### config.mk
export PLATFORM = sky130hd
export DESIGN_NAME = ooo_reg_scoreboard
export DESIGN_NICKNAME = d
export VERILOG_FILES = /design/src/rtl/ooo_reg_scoreboard.sv
export SDC_FILE = /design/constraint.sdc
export NUM_CORES = 1
export LEC_CHECK = 0
export BUFFER_PORTS_ARGS = -buffer_cell sky130_fd_sc_hd__buf_2
export CAP_MARGIN = 10
export CELL_PAD_IN_SITES_DETAIL_PLACEMENT = 0
export CELL_PAD_IN_SITES_GLOBAL_PLACEMENT = 2
export CORE_AREA = 5 5 168 129
export CTS_CLUSTER_DIAMETER = 30
export CTS_CLUSTER_SIZE = 16
export DETAILED_ROUTE_END_ITERATION = 12
export DIE_AREA = 0 0 173 134
export HOLD_SLACK_MARGIN = 0.12
export PLACE_DENSITY_LB_ADDON = 0.1
export SYNTH_ARGS = -nofsm -noshare
export SYNTH_HDL_FRONTEND = slang
export SYNTH_SLANG_ARGS = --single-unit
### constraint.sdc
create_clock -name CLK -period 4.9 [get_ports CLK]
set_input_delay 0.245 -clock CLK [delete_from_list [all_inputs] [get_ports CLK]]
set_output_delay 0.245 -clock CLK [all_outputs]
set_load 0.03 [all_outputs]
### src/rtl/ooo_reg_scoreboard.sv
// Per-register busy/tag scoreboard: dispatch marks rd busy with its ROB tag,
// a matching-tag commit clears it, flush drops every in-flight writer.
module ooo_reg_scoreboard #(
   parameter int NUM_REGS = 32,
   parameter int TAG_W    = 4
) (
   input  logic             CLK,
   input  logic             nRST,
   input  logic [4:0]       rs1,
   input  logic [4:0]       rs2,
   input  logic [4:0]       rd,
   input  logic             dispatch,
   input  logic             dispatch_wen,
   input  logic [TAG_W-1:0] dispatch_tag,
   input  logic             commit_valid,
   input  logic             commit_wen,
   input  logic [4:0]       commit_rd,
   input  logic [TAG_W-1:0] commit_tag,
   input  logic             flush,
   output logic             rs1_busy,
   output logic             rs2_busy,
   output logic             rd_busy,
   output logic [5:0]       busy_count,
   output logic             all_clear
);

   logic [NUM_REGS-1:0] busy;
   logic [NUM_REGS-1:0] busy_next;
   logic [TAG_W-1:0]    tag [NUM_REGS];
   logic                set_en;
   logic                clr_en;
   logic                inc;
   logic                dec;

   assign set_en = dispatch & dispatch_wen & (rd != 5'd0);
   assign clr_en = commit_valid & commit_wen & (commit_rd != 5'd0) &
                   busy[commit_rd] & (tag[commit_rd] == commit_tag);

   // A clear only ever hits a busy entry, so a same-register set+clear nets to zero.
   assign inc = set_en & ~busy[rd];
   assign dec = clr_en & ~(set_en & (rd == commit_rd));

   always_comb begin
      busy_next = busy;
      if (clr_en) busy_next[commit_rd] = 1'b0;
      if (set_en) busy_next[rd] = 1'b1;
      if (flush) busy_next = '0;
      busy_next[0] = 1'b0;
   end

   always_ff @(posedge CLK or negedge nRST) begin
      if (!nRST) begin
         busy       <= '0;
         busy_count <= '0;
         for (int unsigned i = 0; i < NUM_REGS; i++) tag[i] <= '0;
      end else begin
         busy <= busy_next;
         if (flush) begin
            busy_count <= '0;
         end else begin
            busy_count <= busy_count + {5'd0, inc} - {5'd0, dec};
            if (set_en) tag[rd] <= dispatch_tag;
         end
      end
   end

   assign rs1_busy  = busy[rs1];
   assign rs2_busy  = busy[rs2];
   assign rd_busy   = busy[rd];
   assign all_clear = (busy_count == 6'd0);

endmodule
==> flow_summary.toml <==
[outcome]
status = "finished clean"

[floorplanning]
ioPinCount = 45
die_h_um = 134
start_util_pct = 45.9
row_count = 45
core_area_sq_um = 19900
dieArea_sq_um = 23200
fp.dieW_um = 173

[worst_setup_path]
cp_cell_sequence = "buf_4, buf_12, mux4_2, a32oi_1, nand4_1, xnor2_1, nor4b_4, o31a_1, ha_1, inv_1, ha_1, fa_1, a21oi_1, nor2_1, nor2_1, xor2_1, nor2_1"
r2r_slack_ps = 1270
crit_type = "input port to register"
crit_path_frequent_cell = "nor2_1"
worstReg2RegEnd = "busy_count[4]"
critical_path.max_fanout = 38
cp_num_buf_inv = 3
crit_path_end_kind = "register"
reg2reg_depth = 15
critPathMaxStageDelay_ps = 540
required_ps = 5220
cp-start-kind = "input port"
slowest_stage = "mux4_2"
timing.rr.start = "tag[34]"
worst_ep_arrival_time_ps = 4170
path_delay_family = "buffers and inverters"

[timing]
period_share_pct = 78.6
rsz0062_at_grt = "no"
tns_ps = 0
slew_viol_final = 0
min_period_ps = 3850
final.setup_skew_ps = 15.5
maxSlewHeadroom_pct = 24.3
fmax_ghz = 0.260
setup_violations = 0
worst_pin_slew_ps = 1130
hold_viol = 0
layout_setup_ws_ps = 1050

[synthesis]
synth-seq-area-share_pct = 45.1
netlist_area_sq_um = 9150
synthesis.nets = 782
synth_edf_count = 0
syn_inst = 738
synth-async-reset-ratio_pct = 100
synth_top_area_share_pct = 45.1
yosysTopAreaCell = "dfrtp_1"
synth_warnings = 0
synth.area.top_cells = "dfrtp_1 45%, mux2_2 16%, mux4_2 8.1%"
avgSynthCellArea_sq_um = 12.4
yosys_register_bits = 165
synth_common_cells = "165 x dfrtp_1, 130 x mux2_2, 62 x mux2i_1"
synth_most_common_cell = "dfrtp_1"
ys.flop_type = "dfrtp_1"
synth_cell_types = 56

[routing]
drc = 0
firstDrtPassIters = 5
wire_per_inst_um = 25.6
vias = 6512
drtAntennaViolNets = 0
via_per_inst = 6.33
wl_um = 26300
drtIter0Drc = 489

[final_layout]
final_cell_area_sq_um = 10100
final_nets = 802
seqCellArea_sq_um = 4130
multi_input_area_sq_um = 4710
diodes = 0
num-fill-cells = 1777
syn2layout_area_growth_pct = 10.8
postLayoutCoreUtil_pct = 50.9
layout-drive-gt1-share_pct = 34.2

[global_routing]
grt_pass1_wl_um = 40700
grt_pass1_vias = 6498
grtUsageTotal_pct = 22.9
grt-ovfl-total = 0
antenna_found_initial = 0
grt_max_degree = 77

[clock_network]
root_buffer = "clkbuf_16"
cts_resized = 0
cts_tree = "yes"
h-tree-depth = 4
numCtsBuffers = 17
clockBufferDepth = 2
clk_pin_slew_ps = 70
cts_setup_buffers = 0
cts_hold_buf = 2
clock-sinks = 165
clock_latency_ps = 440

[min_path]
hp-class = "input port to register"
whs_path_depth = 4
worstHoldStart = "commit_wen"
min_to = "busy[27]"

[power_and_ir_drop]
p_switching_uw = 909
p_int_uw = 2460
p_leak_uw = 0.00462
peakVddDrop_uv = 168
comb_power_share_pct = 13.9
power_frac_clock_pct = 41.2
p_seq_share_pct = 44.9
swShare_pct = 27.0
cellPowerDensity_nw_per_um2 = 332

[run]
max_cap_viol_count = 0

[placement]
dp_hpwl_um = 18900
place_area_sq_um = 9520
gp_congestion = 0.938
pre_cts_ws_ps = 669
port_buffers = 44
==> power by group through the flow <==
stage          clock [uW]  sequential [uW]  combinational (uW)
3_3_place_gp            0             1530                 462
3_5_place_dp            0             1540                 470
2_1_floorplan           0             1540                 314
6_report             1390             1510                 469
4_1_cts              1410             1510                 472
5_1_grt              1460             1520                 513
==> cells in the final DEF (no fill, tap or decap), drive strengths merged, types with 23 or more instances in the layout <==
cell	count
a21oi	34
a22oi	23
buf	55
dfrtp	165
mux2	130
mux2i	62
mux4	33
nand2	40
nor2	30
o22ai	31
==> final cells by class <==
| class | instances | share of cell area (%) |
|---|---|---|
| tap | 258 | 3.18 |
| multi-input combinational | 509 | 46.5 |
| sequential | 165 | 40.7 |
| inverter | 8 | 0.296 |
| clock inverter | 11 | 1.36 |
| timing repair buffer | 57 | 3.39 |
| clock buffer | 20 | 4.60 |
==> flip-flops by register name (all words and copies together), names as in the netlist <==
| signal | cells |
|---|---|
| tag | 128 |
| busy | 31 |
| busy_count | 6 |
==> worst reg2reg max path: cells and delay by family (launching register included) <==
family | cells | cell delay [ps]
AOI/OAI and AO/OA | 3 | 680
xor gates and xnor gates | 2 | 460
adders and majority gates | 3 | 740
buffers and inverters | 1 | 40
DFF | 1 | 380
muxes | 1 | 500
and+or+nand+nor | 5 | 720
==> routing by layer <==
metal	GRT usage [%]	vias to the layer above	wire, um
met4	5.67	0	445
met1	34.9	3369	12500
li1	-	2839	-
met5	0	-	0
met2	33.7	273	11500
met3	4.76	31	1850
==> cells by family (layout without fill, tap and decap cells) <==
kind of cell,Yosys count,after routing,synth area share (%)
AND/OR/NAND/NOR,150,150,10.0
buffers and inverters,64,96,3.47
multiplexers,225,225,30.9
flip-flops,165,165,45.1
adder cells (fa/ha/maj),9,9,1.31
AO/OA/AOI/OAI,114,114,8.05
XOR/XNOR,11,11,1.13
==> per-stage QoR <==
step           instances  total power [uW]  hold WS, ps
3_5_place_dp         995              2010          327
4_1_cts             1028              3390          317
5_1_grt             1028              3490          338
6_report            1028              3370          328
2_1_floorplan        738              1850        -50.6
3_3_place_gp         995              1990          320
==> worst max path at each step <==
| stage | from | to | slack (ps) | cells after the start |
|---|---|---|---|---|
| after floorplan | rd[0] | busy_count[4] | 1160 | 15 |
| after global placement | commit_rd[0] | busy_count[5] | 680 | 17 |
| after global routing | commit_rd[0] | busy_count[5] | 870 | 18 |
| after detailed placement | commit_rd[0] | busy_count[4] | 670 | 17 |
| after CTS | commit_rd[0] | busy_count[4] | 1130 | 17 |
| final | commit_rd[0] | busy_count[4] | 1050 | 17 |
Power figures use the tool's default switching activity.
